<file path="src/rtl/fifo_arb_pkg.sv">
// -----------------------------------------------------------------------------
// fifo_arb_pkg
// Shared types and defaults for the async-FIFO write-port arbiter.
//   arb_state_e    : arbiter FSM encoding (IDLE = arbitration bubble, BURST = grant held)
//   BURST_MAX_DEF  : default maximum accepted beats per grant
//   CNT_W_DEF      : default width of the accepted-beat counter
//   wrap_inc       : index + 1 with explicit wrap at n-1 -> 0 (n need not be a power of two)
// -----------------------------------------------------------------------------
package fifo_arb_pkg;

    typedef enum logic {
        ARB_IDLE  = 1'b0,
        ARB_BURST = 1'b1
    } arb_state_e;

    localparam int BURST_MAX_DEF = 4;
    localparam int CNT_W_DEF     = 16;

    function automatic int wrap_inc(input int idx, input int n);
        return (idx == n - 1) ? 0 : idx + 1;
    endfunction

endpackage

</file>
<file path="src/rtl/fifo_wr_arbiter_rr_pick.sv">
// -----------------------------------------------------------------------------
// rr_pick
// Combinational rotating-priority encoder. Returns the first asserted request
// found when scanning ptr, ptr+1, ... (mod NUM_REQ).
//   req  in  NUM_REQ   request vector
//   ptr  in  IDX_W     index holding highest priority
//   idx  out IDX_W     winning index (0 when no request)
//   any  out 1         at least one request asserted
// -----------------------------------------------------------------------------
module rr_pick #(
    parameter int NUM_REQ = 4,
    parameter int IDX_W   = $clog2(NUM_REQ)
) (
    input  logic [NUM_REQ-1:0] req,
    input  logic [IDX_W-1:0]   ptr,
    output logic [IDX_W-1:0]   idx,
    output logic               any
);

    int               pos;
    logic [IDX_W-1:0] cand;

    // Scan from the lowest priority offset upwards so that the offset closest
    // to ptr is the last assignment and therefore wins.
    always_comb begin
        idx  = '0;
        any  = |req;
        pos  = 0;
        cand = '0;
        for (int k = NUM_REQ - 1; k >= 0; k--) begin
            pos = int'(ptr) + k;
            if (pos >= NUM_REQ) begin
                pos = pos - NUM_REQ;
            end
            cand = IDX_W'(pos);
            if (req[cand]) begin
                idx = cand;
            end
        end
    end

endmodule

</file>
<file path="src/rtl/fifo_wr_arbiter.sv">
// -----------------------------------------------------------------------------
// fifo_wr_arbiter
// Shares the single write port of the async FIFO among NUM_REQ producers in the
// write-clock domain. Round-robin grants, each held for at most BURST_MAX
// accepted beats; a one-cycle arbitration bubble separates grants. The FIFO is
// never written while full.
//   clk        in   1                   write-domain clock (FIFO wr_clk)
//   rst        in   1                   asynchronous, active-low reset
//   req_valid  in   NUM_REQ             per-requester beat available
//   req_data   in   NUM_REQ*DATA_WIDTH  requester i data at [i*DATA_WIDTH +: DATA_WIDTH]
//   req_ready  out  NUM_REQ             beat of requester i accepted (one-hot or 0)
//   wr_en      out  1                   FIFO write enable
//   wdata      out  DATA_WIDTH          FIFO write data
//   full       in   1                   FIFO full
//   overflow   in   1                   FIFO overflow indication
//   ovf_clr    in   1                   clears ovf_err
//   owner      out  $clog2(NUM_REQ)     current grant index (valid when busy)
//   busy       out  1                   a grant is held
//   ovf_err    out  1                   sticky overflow flag
//   wr_count   out  CNT_W               accepted beats since reset, wraps
// -----------------------------------------------------------------------------
module fifo_wr_arbiter
    import fifo_arb_pkg::*;
#(
    parameter int NUM_REQ    = 4,
    parameter int DATA_WIDTH = 8,
    parameter int BURST_MAX  = BURST_MAX_DEF,
    parameter int CNT_W      = CNT_W_DEF
) (
    input  logic                          clk,
    input  logic                          rst,
    input  logic [NUM_REQ-1:0]            req_valid,
    input  logic [NUM_REQ*DATA_WIDTH-1:0] req_data,
    output logic [NUM_REQ-1:0]            req_ready,
    output logic                          wr_en,
    output logic [DATA_WIDTH-1:0]         wdata,
    input  logic                          full,
    input  logic                          overflow,
    input  logic                          ovf_clr,
    output logic [$clog2(NUM_REQ)-1:0]    owner,
    output logic                          busy,
    output logic                          ovf_err,
    output logic [CNT_W-1:0]              wr_count
);

    localparam int OWN_W  = $clog2(NUM_REQ);
    localparam int BEAT_W = $clog2(BURST_MAX + 1);

    localparam logic [0:0] ST_IDLE  = ARB_IDLE;
    localparam logic [0:0] ST_BURST = ARB_BURST;

    localparam logic [BEAT_W-1:0] LAST_BEAT = BEAT_W'(BURST_MAX - 1);

    logic [0:0]        state;
    logic [OWN_W-1:0]  rr_ptr;
    logic [OWN_W-1:0]  owner_q;
    logic [BEAT_W-1:0] beat_cnt;

    logic [OWN_W-1:0]  pick_idx;
    logic              pick_any;
    logic [OWN_W-1:0]  next_owner;
    logic              accept;

    rr_pick #(
        .NUM_REQ (NUM_REQ),
        .IDX_W   (OWN_W)
    ) u_rr_pick (
        .req (req_valid),
        .ptr (rr_ptr),
        .idx (pick_idx),
        .any (pick_any)
    );

    // Priority rotates to the slot after the owner whether the burst ran to
    // BURST_MAX or was abandoned, so a releasing owner cannot immediately re-win
    // while others wait.
    assign next_owner = OWN_W'(wrap_inc(int'(owner_q), NUM_REQ));

    assign accept = (state == ST_BURST) && req_valid[owner_q] && !full;
    assign busy   = (state == ST_BURST);
    assign owner  = owner_q;
    assign wr_en  = accept;

    // Write mux is purely combinational off registered state so that full can
    // suppress the write in the very cycle it is asserted.
    always_comb begin
        wdata     = '0;
        req_ready = '0;
        if (accept) begin
            req_ready[owner_q] = 1'b1;
            for (int i = 0; i < NUM_REQ; i++) begin
                if (owner_q == OWN_W'(i)) begin
                    wdata = req_data[i*DATA_WIDTH +: DATA_WIDTH];
                end
            end
        end
    end

    always_ff @(posedge clk or negedge rst) begin
        if (!rst) begin
            state    <= ST_IDLE;
            rr_ptr   <= '0;
            owner_q  <= '0;
            beat_cnt <= '0;
        end else if (state == ST_IDLE) begin
            if (pick_any) begin
                owner_q  <= pick_idx;
                beat_cnt <= '0;
                state    <= ST_BURST;
            end
        end else begin
            if (accept) begin
                beat_cnt <= beat_cnt + 1'b1;
                if (beat_cnt == LAST_BEAT) begin
                    state  <= ST_IDLE;
                    rr_ptr <= next_owner;
                end
            end else if (!req_valid[owner_q]) begin
                state  <= ST_IDLE;
                rr_ptr <= next_owner;
            end
        end
    end

    always_ff @(posedge clk or negedge rst) begin
        if (!rst) begin
            wr_count <= '0;
        end else if (accept) begin
            wr_count <= wr_count + 1'b1;
        end
    end

    // Set has priority over clear so an overflow coinciding with ovf_clr is kept.
    always_ff @(posedge clk or negedge rst) begin
        if (!rst) begin
            ovf_err <= 1'b0;
        end else if (overflow) begin
            ovf_err <= 1'b1;
        end else if (ovf_clr) begin
            ovf_err <= 1'b0;
        end
    end

endmodule

</file>
<file path="config.mk">
export PLATFORM = sky130hd
export DESIGN_NAME = fifo_wr_arbiter
export DESIGN_NICKNAME = d
export VERILOG_FILES = /design/src/rtl/fifo_arb_pkg.sv /design/src/rtl/fifo_wr_arbiter_rr_pick.sv /design/src/rtl/fifo_wr_arbiter.sv
export SDC_FILE = /design/constraint.sdc
export NUM_CORES = 1
export LEC_CHECK = 0
export CELL_PAD_IN_SITES_DETAIL_PLACEMENT = 2
export CELL_PAD_IN_SITES_GLOBAL_PLACEMENT = 2
export CORE_MARGIN = 1
export CORE_UTILIZATION = 25
export CTS_CLUSTER_SIZE = 25
export DETAILED_ROUTE_END_ITERATION = 12
export GPL_ROUTABILITY_DRIVEN = 1
export PLACE_DENSITY = 0.91
export SYNTH_ARGS = -nofsm -noshare
export SYNTH_HDL_FRONTEND = slang
export SYNTH_SLANG_ARGS = --single-unit
export TNS_END_PERCENT = 10
</file>
<file path="constraint.sdc">
create_clock -name clk -period 4.1 [get_ports clk]
set_input_delay 0.615 -clock clk [delete_from_list [all_inputs] [get_ports clk]]
set_output_delay 0.615 -clock clk [all_outputs]
set_load 0.03 [all_outputs]
</file>
Yosys cells after proc, flatten, opt, wreduce, memory -nomap -nowiden. Cells that the tools add are included.

Flip-flop bits (word level): 25. Output and inout bits: 33. Logic and storage cells: 86.

Add/subtract/negate cells: 10. Order comparisons: 10. Equal/unequal tests: 8. Muxes and demuxes: 40. Bitwise operators: 1. Reductions and logical operators: 11.

Operators with widths (number): 8-bit two-way mux (5); 2-bit two-way mux (12); 16-bit by 1-bit adder with 16-bit output (second input constant) (1); 2-bit by 3-bit < comparator with 1-bit output (second input constant) (5); 1-bit two-way mux (13); 1-bit binary-select mux with 2-bit select (5); 3-bit greater-or-equal comparator (second input constant) (3); 3-bit two-way mux (3); 2-bit by 1-bit subtractor with 2-bit output (second input constant) (4); 2-bit by 2-bit adder with 3-bit output (second input constant) (2); 2-bit by 1-bit == test with 1-bit output (second input constant) (2); 2-bit == test (second input constant) (2); 4-bit two-way mux (1); 2-bit != test (second input constant) (2); 2-bit AND reduction (2); 2-bit nonzero test (2); 4-bit OR reduction (1); 2-bit by 1-bit adder with 3-bit output (second input constant) (1); 3-bit by 1-bit adder with 3-bit output (second input constant) (1); 3-bit by 2-bit == test with 1-bit output (second input constant) (1); 2-bit by 3-bit greater-or-equal comparator with 1-bit output (second input constant) (1); 1-bit logical AND (3); 3-bit AND reduction (1); 2-bit by 1-bit adder with 2-bit output (second input constant) (1); other kinds (6) (6).

Logic depth before layout (Yosys ltp).
Word-level depth: 9. Gate-level depth with buffers: 7. Gate-level depth less buffers: 6.

Modules after synthesis. Synthesis repeated with hierarchy kept, for this count alone.

Cell total of the unflattened synthesis: 174. Area total of the unflattened synthesis: 1581.5 um^2.

By module, submodules not included: fifo_wr_arbiter (times used 1, cells each 161, area an instance 1503.9 um^2, seq. area each 625.6 um^2); rr_pick (times used 1, cells each 13, area an instance 77.6 um^2, seq. area each 0.0 um^2).

Worst setup path before layout. Ideal clock, no wire load.

Path type: register to output. Start: register owner_q[0] (netlist: owner[0]). End: output port wdata[6]. Arrival time: 2.122 ns. Data required time: 3.485 ns. Setup slack: 1.363 ns. Stages on the path, launching flop included: 8. Cell sequence: dfrtp_1 inv_1 ha_1 clkbuf_1 clkbuf_1 a211oi_1 a211o_1 a21oi_1.

Cells in the longest elaborated chain, start to end: 6.

Ends and longest elaborated chain: start: declaration (line fifo_wr_arbiter.sv:56) `logic [OWN_W-1:0] owner_q;`; start signal: assignment (line fifo_wr_arbiter.sv:107) `owner_q <= pick_idx;`; 2-bit zero test (line fifo_wr_arbiter.sv:92) `if (owner_q == OWN_W'(i)) begin`; 8-bit two-way mux (4 in series) (line fifo_wr_arbiter.sv:92); 8-bit two-way mux (*) (line fifo_wr_arbiter.sv:89) `if (accept) begin`; end: declaration (line fifo_wr_arbiter.sv:36) `output logic [DATA_WIDTH-1:0] wdata,`.

Mark *: on every way between the ends. The rest lies on a longest branch, timed or not. The select of a mux whose other input is x is not followed.

Final worst setup path.
Start: register owner_q[1] (netlist: owner[1]). End: output port wdata[4].

The elaborated chain is that of the path after synthesis.

==> key figures <==
Routing
  • Post-Route WL: 5190 um
  • DRC: 0
  • Total vias in the final route: ~1.6k
  • Vias/cell: 5.00
  • Wirelength per Cell: 16.6 um
  • First DRT Iteration DRCs: 45
  • Drt pass-1 iters: 4
  • Post-route antenna net violation count: 0

Setup path
  • CP Capture Type: output pin
  • CP Max Fanout: 11
  • Setup crit start kind: flip-flop
  • Crit path kind: flip-flop to output pin
  • Worst Path Arrival: 2990 ps
  • CP required: 3480 ps

Logic synthesis
  • Cell variety after synth: 32
  • Post-Synth XOR/XNOR Area: 0.0841
  • Cells after synthesis: 166
  • Register bit total from synthesis: 25
  • Synth Area in Simple Gates: 0.180
  • Main combinational cell family by area after synthesis: simple AND/OR/NAND/NOR gates
  • Total number of yosys warnings: 0
  • Avg Cell Area, Syn: about 9.4 um2
  • Synth Area in Compound Gates: 0.167
  • Register area share after synthesis: 0.400
  • Synth Area in Adders: 0.0560
  • Mux cell area share after synthesis: 0.0488
  • Post-Syn Area: roughly 1600 um2
  • Syn_nets: 214

Timing
  • Final setup violation count: 0
  • RSZ-0062 raised after global routing: no
  • Relative slew slack: 0.284
  • Final Slew Violations: 0
  • Fin crit share: 0.878
  • FMAX: 0.278 GHz
  • Count of final hold-check violations: 0
  • Tmin final: approximately 3600 ps
  • Setup Skew: 8.20 ps
  • Measured slew at the worst slew-check pin: 1070 ps
  • Total Neg Setup Slack: 0 ps

Clocking
  • Clock Latency Late Sink: 270 ps
  • H-tree lvl count: 1
  • Post-cts resize count: 0
  • Hold buffers post-CTS: 0
  • Postcts setup bufs: 0
  • CTS tree: yes
  • Clock sink total: 25
  • Root Buffer: clkbuf_8
  • CTS clk-pin slew, worst paths: ~80 ps
  • CTS buffer count: 3
  • Clock buffer depth: 2

Power and ir drop
  • Peak VDD IR: 297 uV
  • Logic pwr share: 0.591
  • Seq pwr share: 0.295
  • Sw Pwr: 575 uW
  • PwrDens: 532 nW/um2
  • P_int: 712 uW
  • Net Sw Frac: 0.447
  • Leakage: 0.00105 uW
  • Clock power share: 0.114

Placement
  • GPL Wtd Cong: ~0.77
  • Post-DP HPWL: 4190 um
  • DP Area: ~2400 um2
  • Port Buffer Count: 73

Floorplanning
  • Core Rows: 28
  • Die area: 6570 um2
  • IO Pins: 74
  • Die Height: approximately 81 um
  • Die span in x: 81.1 um
  • Initial core utilization: 0.261
  • CORE AREA: 5990 um2

Status
  • Outcome: finished, final reports clean

Flow run
  • Number of max-cap violations: 0

Finish
  • Layout cells sized above 1: 0.0546
  • Post-route cell area: 2420 um2
  • Area grow syn2layout: 54.7%
  • Final nets: 287
  • Ant diodes: 0
  • Fill count: 643

Global routing
  • First-pass GRT wire length: 8650 um
  • GRT Residual Overflow: 0
  • Antenna violations before repair: 0
  • Total GRT Usage: 0.171
  • Pin count of the biggest net entering global routing: 25
  • Vias in the first global route: 1756

Min path
  • HP Class: flip-flop to flip-flop
-- state kept, by name (all words and copies together) (netlist names) --
register	cells
owner	2
ovf_err	1
wr_count	16
beat_cnt	3
busy	1
rr_ptr	2
-- worst max-delay path, stage by stage, from the launching register on --
cell             delay, ps
dfrtp_1                480
inv_1                  100
ha_1                   330
nor2b_1                480
a221oi_1               160
a211o_1                320
a21oi_1                160
clkdlybuf4s50_1        690
-- cells by family after synthesis --
kind of cell             Yosys count
AO/OA/AOI/OAI                     36
buffers and inverters             24
adder cells (fa/ha/maj)            7
XOR/XNOR                          15
flip-flops                        25
multiplexers                       6
AND/OR/NAND/NOR                   53
-- final timing paths --
kind	startpoint	depth (start not counted)	to	slack [ps]
max	owner[1]	7	wdata[4]	500
min	ovf_err	1	ovf_err	480
max reg2reg	owner[0]	4	rr_ptr[1]	2140
min reg2reg	ovf_err	1	ovf_err	480
max in group asynchronous	rst	1	wr_count[0]	2540
min in group asynchronous	rst	1	wr_count[8]	910
-- metrics by stage --
| step | util | total power [uW] | cells | hold WS [ps] | setup WS [ps] |
|---|---|---|---|---|---|
| final | 0.404 | 1290 | 313 | 481 | 499 |
| after global routing | 0.404 | 1380 | 313 | 523 | 300 |
| after CTS | 0.404 | 1310 | 313 | 488 | 456 |
| after detailed placement | 0.396 | 1150 | 309 | 468 | 581 |
| after global placement | 0.396 | 1120 | 309 | 467 | 660 |
| after floorplan | - | 846 | 166 | 319 | 1360 |
-- synth_stat cells --
library cell | count | area share
a211o_1 | 8 | 0.045
a211oi_1 | 1 | 0.0048
a21o_1 | 1 | 0.0048
a21oi_1 | 9 | 0.029
a221o_1 | 1 | 0.0064
a221oi_1 | 7 | 0.039
a311oi_1 | 1 | 0.0056
and2_1 | 3 | 0.012
and3_1 | 11 | 0.044
and3b_1 | 1 | 0.0056
and4_1 | 2 | 0.011
buf_2 | 1 | 0.0032
buf_6 | 1 | 0.0072
clkbuf_1 | 6 | 0.014
dfrtp_1 | 25 | 0.40
ha_1 | 7 | 0.056
inv_1 | 15 | 0.036
inv_2 | 1 | 0.0024
mux2_2 | 3 | 0.022
mux2i_1 | 2 | 0.013
mux4_2 | 1 | 0.014
nand2_1 | 18 | 0.043
nand2b_1 | 1 | 0.0040
nand3_1 | 7 | 0.022
nand3b_1 | 1 | 0.0048
nand4_1 | 5 | 0.020
nor2_1 | 2 | 0.0048
nor2b_1 | 2 | 0.0080
o21ai_0 | 7 | 0.022
o41ai_2 | 1 | 0.010
xnor2_1 | 14 | 0.078
xor2_1 | 1 | 0.0056
-- metal layers --
| metal | global-route usage | up-vias | share of wire |
|---|---|---|---|
| met2 | 0.318 | 33 | 0.54 |
| met4 | 0.0375 | 0 | 0.019 |
| met5 | 0 | - | 0 |
| li1 | - | 734 | - |
| met1 | 0.200 | 785 | 0.41 |
| met3 | 0.0326 | 12 | 0.035 |
-- layout by cell type (no fill, tap or decap), types with 2 or more instances in the layout --
master	count
clkdlybuf4s50_1	73
dfrtp_1	25
nand2_1	18
inv_1	15
xnor2_1	14
and3_1	11
a21oi_1	9
a211o_1	8
a221oi_1	7
o21ai_0	7
nand3_1	7
ha_1	7
nand4_1	5
and2_1	3
mux2_2	3
clkbuf_8	3
buf_4	3
nor2b_1	2
and4_1	2
nor2_1	2
mux2i_1	2
-- final cells by class --
| type | instances | area (um2) | share of cell area |
|---|---|---|---|
| multi-input cells | 117 | 838 | 0.347 |
| inverters | 16 | 60.1 | 0.0248 |
| flip-flops and latches | 25 | 626 | 0.259 |
| repair buffers | 76 | 753 | 0.312 |
| well taps | 75 | 93.8 | 0.0388 |
| clock inverters | 1 | 5.00 | 0.00207 |
| clock buffers | 3 | 41.3 | 0.0171 |
-- power groups by stage --
stage          sequential [uW]  combinational, uW  clock (uW)
2_1_floorplan              435                410           0
4_1_cts                    384                772         155
6_report                   380                760         147
3_5_place_dp               386                766           0
5_1_grt                    391                824         165
3_3_place_gp               380                738           0
Power figures use the tool's default switching activity.
